<file path="src/rtl/access_ctrl_pkg.sv">
// Shared definitions for the access-controlled register bank.
//   policy_state_e : policy FSM states (CFG after reset, LOCKED until reset)
//   addr_width()   : register index width, never narrower than one bit
//   reset_mask()   : one-hot allowed-ID mask granting only the admin ID
package access_ctrl_pkg;

  typedef enum logic {
    CFG    = 1'b0,
    LOCKED = 1'b1
  } policy_state_e;

  function automatic int addr_width(input int n);
    return (n > 1) ? $clog2(n) : 1;
  endfunction

  // Wide enough for any practical ID_W; callers truncate to their mask width.
  function automatic logic [255:0] reset_mask(input int admin_id);
    return 256'(1) << admin_id;
  endfunction

endpackage

</file>
<file path="src/rtl/viol_logger.sv">
// Violation counter and last-violation log.
//   clk, rst_n          : clock, asynchronous active-low reset
//   data_viol/id/addr   : denied data request this cycle and its requester/index
//   cfg_viol/id/addr    : rejected policy write this cycle and its requester/index
//   viol_cnt            : saturating count of violations
//   viol_id, viol_addr  : requester and index of the most recent violation
module viol_logger #(
  parameter int CNT_W = 8,
  parameter int ID_W  = 3,
  parameter int AW    = 2
) (
  input  logic             clk,
  input  logic             rst_n,
  input  logic             data_viol,
  input  logic [ID_W-1:0]  data_id,
  input  logic [AW-1:0]    data_addr,
  input  logic             cfg_viol,
  input  logic [ID_W-1:0]  cfg_id,
  input  logic [AW-1:0]    cfg_addr,
  output logic [CNT_W-1:0] viol_cnt,
  output logic [ID_W-1:0]  viol_id,
  output logic [AW-1:0]    viol_addr
);

  function automatic logic [CNT_W-1:0] sat_add(input logic [CNT_W-1:0] a,
                                               input logic [1:0]       inc);
    logic [CNT_W:0] sum;
    sum = {1'b0, a} + (CNT_W+1)'(inc);
    return sum[CNT_W] ? {CNT_W{1'b1}} : sum[CNT_W-1:0];
  endfunction

  logic [1:0] inc_p0;

  assign inc_p0 = {1'b0, data_viol} + {1'b0, cfg_viol};

  // Stage p0 -> p1: count and log registered at the violating edge
  always_ff @(posedge clk or negedge rst_n) begin
    if (!rst_n) begin
      viol_cnt  <= '0;
      viol_id   <= '0;
      viol_addr <= '0;
    end else begin
      viol_cnt <= sat_add(viol_cnt, inc_p0);
      // Data-side information takes precedence when both sides violate.
      if (data_viol) begin
        viol_id   <= data_id;
        viol_addr <= data_addr;
      end else if (cfg_viol) begin
        viol_id   <= cfg_id;
        viol_addr <= cfg_addr;
      end
    end
  end

endmodule

</file>
<file path="src/rtl/access_ctrl_reg_bank.sv">
// Register bank whose per-register access is gated by an allowed-ID mask.
// The admin ID programs the masks and may lock the policy until reset.
//   clk, rst_n                      : clock, asynchronous active-low reset
//   usr_id                          : requester ID for both req and cfg
//   req_valid/we/addr/wdata         : data request
//   rsp_valid/rdata/err             : response, one cycle after the request
//   cfg_valid/addr/mask/lock        : policy write (mask for one register)
//   locked                          : policy locked
//   viol_cnt/viol_id/viol_addr      : violation statistics
module access_ctrl_reg_bank
  import access_ctrl_pkg::*;
#(
  parameter  int DATA_W   = 8,
  parameter  int NUM_REGS = 4,
  parameter  int ID_W     = 3,
  parameter  int ADMIN_ID = 4,
  parameter  int CNT_W    = 8,
  localparam int AW       = addr_width(NUM_REGS),
  localparam int MW       = 2**ID_W
) (
  input  logic              clk,
  input  logic              rst_n,
  input  logic [ID_W-1:0]   usr_id,
  input  logic              req_valid,
  input  logic              req_we,
  input  logic [AW-1:0]     req_addr,
  input  logic [DATA_W-1:0] req_wdata,
  output logic              rsp_valid,
  output logic [DATA_W-1:0] rsp_rdata,
  output logic              rsp_err,
  input  logic              cfg_valid,
  input  logic [AW-1:0]     cfg_addr,
  input  logic [MW-1:0]     cfg_mask,
  input  logic              cfg_lock,
  output logic              locked,
  output logic [CNT_W-1:0]  viol_cnt,
  output logic [ID_W-1:0]   viol_id,
  output logic [AW-1:0]     viol_addr
);

  localparam logic [MW-1:0] RST_MASK = MW'(reset_mask(ADMIN_ID));

  logic [DATA_W-1:0] regs  [NUM_REGS];
  logic [MW-1:0]     masks [NUM_REGS];

  policy_state_e state_q, state_d;

  logic req_addr_ok_p0, cfg_addr_ok_p0;
  logic grant_p0, cfg_ok_p0;
  logic data_viol_p0, cfg_viol_p0;

  assign req_addr_ok_p0 = int'(req_addr) < NUM_REGS;
  assign cfg_addr_ok_p0 = int'(cfg_addr) < NUM_REGS;

  // Grant is purely combinational from this cycle's ID and the mask as it
  // stands before any same-edge policy write, so a coinciding cfg write to
  // the same register never affects the request it shares a cycle with.
  assign grant_p0 = req_addr_ok_p0 && masks[req_addr][usr_id];

  assign cfg_ok_p0 = cfg_valid && (state_q == CFG) &&
                     (usr_id == ID_W'(ADMIN_ID)) && cfg_addr_ok_p0;

  assign data_viol_p0 = req_valid && !grant_p0;
  assign cfg_viol_p0  = cfg_valid && !cfg_ok_p0;

  always_comb begin
    state_d = state_q;
    if (cfg_ok_p0 && cfg_lock) state_d = LOCKED;
  end

  // Stage p0 -> p1: policy state, masks, data registers, response
  always_ff @(posedge clk or negedge rst_n) begin
    if (!rst_n) state_q <= CFG;
    else        state_q <= state_d;
  end

  assign locked = (state_q == LOCKED);

  always_ff @(posedge clk or negedge rst_n) begin
    if (!rst_n) begin
      for (int i = 0; i < NUM_REGS; i++) masks[i] <= RST_MASK;
    end else if (cfg_ok_p0) begin
      masks[cfg_addr] <= cfg_mask;
    end
  end

  always_ff @(posedge clk or negedge rst_n) begin
    if (!rst_n) begin
      for (int i = 0; i < NUM_REGS; i++) regs[i] <= '0;
    end else if (req_valid && req_we && grant_p0) begin
      regs[req_addr] <= req_wdata;
    end
  end

  always_ff @(posedge clk or negedge rst_n) begin
    if (!rst_n) begin
      rsp_valid <= 1'b0;
      rsp_err   <= 1'b0;
      rsp_rdata <= '0;
    end else begin
      rsp_valid <= req_valid;
      rsp_err   <= data_viol_p0;
      rsp_rdata <= (req_valid && !req_we && grant_p0) ? regs[req_addr] : '0;
    end
  end

  viol_logger #(
    .CNT_W (CNT_W),
    .ID_W  (ID_W),
    .AW    (AW)
  ) u_viol_logger (
    .clk       (clk),
    .rst_n     (rst_n),
    .data_viol (data_viol_p0),
    .data_id   (usr_id),
    .data_addr (req_addr),
    .cfg_viol  (cfg_viol_p0),
    .cfg_id    (usr_id),
    .cfg_addr  (cfg_addr),
    .viol_cnt  (viol_cnt),
    .viol_id   (viol_id),
    .viol_addr (viol_addr)
  );

endmodule

</file>
<file path="config.mk">
export PLATFORM = sky130hd
export DESIGN_NAME = access_ctrl_reg_bank
export DESIGN_NICKNAME = d
export VERILOG_FILES = /design/src/rtl/access_ctrl_pkg.sv /design/src/rtl/viol_logger.sv /design/src/rtl/access_ctrl_reg_bank.sv
export SDC_FILE = /design/constraint.sdc
export NUM_CORES = 1
export LEC_CHECK = 0
export CORE_MARGIN = 4
export CORE_UTILIZATION = 35
export CTS_CLUSTER_SIZE = 25
export DETAILED_ROUTE_END_ITERATION = 8
export DONT_BUFFER_PORTS = 1
export PLACE_DENSITY = 0.53
export SLEW_MARGIN = 40
export SYNTH_ARGS = -nofsm -noshare
export SYNTH_HDL_FRONTEND = slang
export SYNTH_HIERARCHICAL = 1
export SYNTH_SLANG_ARGS = --single-unit
</file>
<file path="constraint.sdc">
create_clock -name clk -period 3.69 [get_ports clk]
set_clock_uncertainty 0.05 [all_clocks]
set_input_delay 0.738 -clock clk [delete_from_list [all_inputs] [get_ports clk]]
set_output_delay 0.738 -clock clk [all_outputs]
set_load 0.1 [all_outputs]
</file>
# Yosys cells after proc, flatten, opt, wreduce, memory -nomap -nowiden
# Index checks and enable logic that the tools add are counted.
# totals
mem_bits_ro,0
ram_bits,0
regBits,88
output_inout_bits,24
elab_cells,61
inputBits,29
latchBits,0
mem_count,0
# classes
n_shift,0
n_mul,0
div_mod_pow,0
magnitude_cmp,5
mux,20
eq_ne,1
add_sub_neg,2
n_reduce_logical,15
bitwise_logic,3
# op_table
operator,n
$bwmux 32,2
$mux 8,8
$bmux 8 s2,2
$demux 8 s2,2
$logic_and 1x1->1,11
$add 8x2->9,1
$ge 3x3->1 const B,2
$lt 3x1->1 const B,2
$mux 3,2
$not 2->3,2
$lt 3x4->1 const B,1
$mux 2,2
$bmux 1 s3,1
$eq 3x3->1 const B,1
$logic_not 1->1,3
$add 1x1->2,1
$reduce_bool 2->1,1
$mux 1,1
$not 1->1,1

# Longest topological paths before layout
# logic_depth
word_depth,11
ltp_mapped,11
depth_no_buf,9

# Cells and area by module
# The synthesis kept the hierarchy.
# by_module_without_submodules
module,cells_per_inst,instances,seq_area_each_um2,area_per_inst_um2
access_ctrl_reg_bank,207,1,1881.8,3369.5
viol_logger,57,1,325.3,628.1

# Least setup slack after synthesis
# No wires, ideal clock.
# synth_path
kind,input to register
from,in req_addr[0]
to,reg u_viol_logger.viol_cnt[0]
t_required_ps,3516
setup_ps,124
t_arrival_ps,3336
cell_stages,10
n_path_buf,2
path_slack_ps,180
cell_sequence,buf_6 -> buf_12 -> mux4_2 -> a2bb2oi_2 -> a21boi_0 -> fa_1 -> ha_1 -> and3_4 -> and2_4 -> or2_1
# synth_between
elab_chain_cells,11
# synth_rtl
element,line,rtl
start: declaration,access_ctrl_reg_bank.sv:26,"input logic [AW-1:0] req_addr,"
$not 2->3 (implied by the code),access_ctrl_reg_bank.sv:58,assign grant_p0 = req_addr_ok_p0 && masks[req_addr][usr_id];
$bmux 8 s2,access_ctrl_reg_bank.sv:58,
$mux 8 (implied by the code) (2 in a row),access_ctrl_reg_bank.sv:58,
$bmux 1 s3,access_ctrl_reg_bank.sv:58,
$mux 1 (implied by the code),access_ctrl_reg_bank.sv:58,
$logic_not 1->1,access_ctrl_reg_bank.sv:63,assign data_viol_p0 = req_valid && !grant_p0;
$logic_and 1x1->1,access_ctrl_reg_bank.sv:63,
net data_viol_p0,access_ctrl_reg_bank.sv:50,"logic data_viol_p0, cfg_viol_p0;"
$add 1x1->2,viol_logger.sv:34,"assign inc_p0 = {1'b0, data_viol} + {1'b0, cfg_viol};"
$add 8x2->9,viol_logger.sv:28,"sum = {1'b0, a} + (CNT_W+1)'(inc);"
$mux 8,viol_logger.sv:29,return sum[CNT_W] ? {CNT_W{1'b1}} : sum[CNT_W-1:0];
end signal: assignment,viol_logger.sv:43,"viol_cnt <= sat_add(viol_cnt, inc_p0);"
end: declaration,viol_logger.sv:20,"output logic [CNT_W-1:0] viol_cnt,"
# The timed path passes the listed nets, and every way through them passes these cells. The select of a mux whose other input is x is not followed.
# A chain may end at the register's enable or synchronous reset.

# Worst setup path in the final report
# layout_path
from,reg masks[4] (netlist bit)
to,reg u_viol_logger.viol_cnt[1]
# layout_between
elab_chain_cells,10
# layout_rtl
element,line,rtl
start: declaration,access_ctrl_reg_bank.sv:44,logic [MW-1:0] masks [NUM_REGS];
start signal: indexed assignment,access_ctrl_reg_bank.sv:83,masks[cfg_addr] <= cfg_mask;
$bmux 8 s2,access_ctrl_reg_bank.sv:58,
$mux 8 (implied by the code) (2 in a row),access_ctrl_reg_bank.sv:58,
$bmux 1 s3,access_ctrl_reg_bank.sv:58,
$mux 1 (implied by the code),access_ctrl_reg_bank.sv:58,
$logic_not 1->1,access_ctrl_reg_bank.sv:63,
$logic_and 1x1->1,access_ctrl_reg_bank.sv:63,
net data_viol_p0,access_ctrl_reg_bank.sv:50,
$add 1x1->2,viol_logger.sv:34,
$add 8x2->9,viol_logger.sv:28,
$mux 8,viol_logger.sv:29,
# The timed path passes the listed nets, and every way through them passes these cells. The select of a mux whose other input is x is not followed.

==> flow_summary.ini <==
[status]
outcome = completed

[synthesis]
netlist.area_leader.share_pct = 52.58
ys_seq_area_share_pct = 55.21
ys_seq_elements = 88
synth_top_area_cell = dfrtp_1
synth_most_common_cell = dfrtp_1
syn_nets = 295
synth_edf_count = 0
netlist_top_cells_count = 84 x dfrtp_1, 63 x mux2_2, 17 x mux2i_1
synth_area_um2 = 3998
syn_avg_cell_area_um2 = 15.14
yosysUniqueCellTypes = 42
yosys_warnings = 6
syn-instance-count = 264
synthArstFlopShare_pct = 100.0
yosys_most_used_dff = dfrtp_1
synth_area_leaders = dfrtp_1 53%, mux2_2 18%, mux4_2 7.3%, mux2i_1 4.3%, dfstp_2 2.6%

[detailed_routing]
routed_wl_mm = 7.640
drtIter0Drc = 165
dr.pass1.iters = 4
drc = 0
viasPerCell = 5.187
final_antenna_net_count = 0
vias = 2168
wl_per_cell_um = 18.28

[global_routing]
grt_max_degree = 89
grt_pass1_wl_mm = 12.45
grt_pass1_vias = 2210
grt_usage_pct = 12.37
grt-ovfl-total = 0
grt_antenna_before_repair = 0

[cts]
ctsResizeCount = 0
cts-buffers-inserted = 9
clockBufferDepth = 2
cts.sinks = 88
hold_buffers = 0
path_clk_slew_ns = 0.07
cts_tree = yes
post_cts_buffers = 0
cts_max_level = 3
root_buffer = clkbuf_16
insertion_delay_ns = 0.33

[placement]
io_buffers = 0
post-place-ws_ns = 0.1982
gp_congestion = 0.6856
postPlaceCellArea_um2 = 4192
hpwl_mm = 5.197

[critical_path]
arrival_ns = 3.39
critPathRequiredTime_ns = 3.85
path_max_fanout = 6
cp_slowest_cell = dfstp_2
critPathKind = reg -> reg
crit_chain = mux2i_1, mux4_2, a2bb2oi_2, a21boi_0, fa_1, ha_1, and3_4, and2_4, or2_1
cp-startpoint = masks[4]
r2r_start = masks[4]
critPathCaptureType = flip-flop
max_stage_delay_ns = 0.53
reg2reg_slack_ns = 0.47
startpoint_type = flip-flop

[timing]
layout_setup_ws_ns = 0.4675
rsz0062_at_grt = no
min_period_over_period_pct = 87.33
final.setup.tns_ns = 0
setup_viol = 0
slew_violations = 0
fmax_mhz = 310.3
timing.slew.headroom_pct = 41.29
worst_pin_slew_ns = 0.8812
hold-worst-slack_ns = 0.04996
period_needed_ns = 3.223
hold_violations = 0

[pwr]
ir_worst_vdd_mv = 0.5150
powerDensity_nw_per_um2 = 729.4
leakagePower_nw = 1.963
finalPower_mw = 3.293

[floorplanning]
die_w_um = 114.9
io_pins = 53
dieArea_um2 = 13200
initial_core_util_pct = 36.24
num_rows = 38
core_um2 = 11030
die_y_um = 114.9

[layout]
num-fill-cells = 1008
layout.nets = 304
areaGrowthSynthToFinish_pct = 12.93
antenna_cells = 0
seqCellArea_um2 = 2223
fin_area_um2 = 4514
drive_above_1_share_pct = 45.32
multi_input_area_um2 = 1720

[run]
maxCapViolCount = 0

[hold_path]
hold_path.class = in -> async
## cell usage in the layout (no fill, tap or decap), types with 2 or more instances in the layout
master      n
and4_4      2
mux2_1      2
mux2i_1    17
dfrtp_2    13
mux2_2     63
inv_1       2
and3_1      3
a21oi_1     4
nor2b_1    10
and2b_1     2
nor2_1      4
nand2_1     8
dfrtp_1    71
clkbuf_16   9
mux4_2     13
a31oi_1     4
inv_6       2
or2_1       2
nand4_4     3
nor3_1      2
bufinv_16   2
nand3_1     3
o21ai_0     5
dfstp_2     4
and2_1      3
buf_4       5
## cell type report
cell class                 count  area share (%)
multi-input combinational    165           38.11
sequential                    88           49.25
clock inverter                 6           1.996
clock buffer                  10           5.072
tap                          140           3.880
inverter                       2          0.1663
timing repair buffer           7           1.524
## worst paths after layout
kind | depth (start not counted) | end
setup / recovery | 9 | u_viol_logger/viol_cnt[1]
hold reg to reg | 1 | regs[8]
hold / removal | 0 | rsp_rdata[2]
min in group clk | 0 | rsp_valid
setup reg to reg | 9 | u_viol_logger/viol_cnt[1]
max in group asynchronous | 0 | masks[4]
## worst max-delay path, delay by kind of cell (launching register included)
family	cells	cell delay [ns]
adders and majority gates	2	0.74
AOI/OAI and AO/OA	2	0.73
muxes	2	0.54
DFF	1	0.53
and+or+nand+nor	3	0.51
## sequential cells by signal (all words and copies together), names as in the netlist
signal,count
regs,32
masks,32
rsp_err,1
u_viol_logger/viol_addr,2
u_viol_logger/viol_cnt,8
u_viol_logger/viol_id,3
locked,1
rsp_rdata,8
rsp_valid,1
## metrics by stage
stage | utilization [%] | cells
after CTS | 40.89 | 418
after global routing | 40.93 | 418
final | 40.93 | 418
after global placement | 37.60 | 400
after detailed placement | 38.00 | 402
after floorplan | - | 264
## routing by layer
layer  vias to the layer above  GRT usage, %  routed length [um]
li1                        995             -                   -
met1                      1118         16.54                3569
met2                        49         18.36                3440
met3                         6         4.895                 535
met4                         0         4.225                  95
met5                         -             0                   0
## where the power goes
part	switching [mW]	internal, mW	total [mW]
logic	0.243	0.326	0.569
registers	0.539	1.22	1.76
clock network	0.371	0.597	0.968
## cells by family (layout without fill, tap and decap cells)
family,after synthesis,after routing,share of synthesized area (%)
multiplexers,95,95,29.89
flip-flops,88,88,55.21
AND/OR/NAND/NOR,49,49,8.795
AO/OA/AOI/OAI,18,18,3.318
buffers and inverters,11,25,1.753
adder cells (fa/ha/maj),2,2,0.8137
XOR/XNOR,1,1,0.2191
Power figures use the tool's default switching activity.
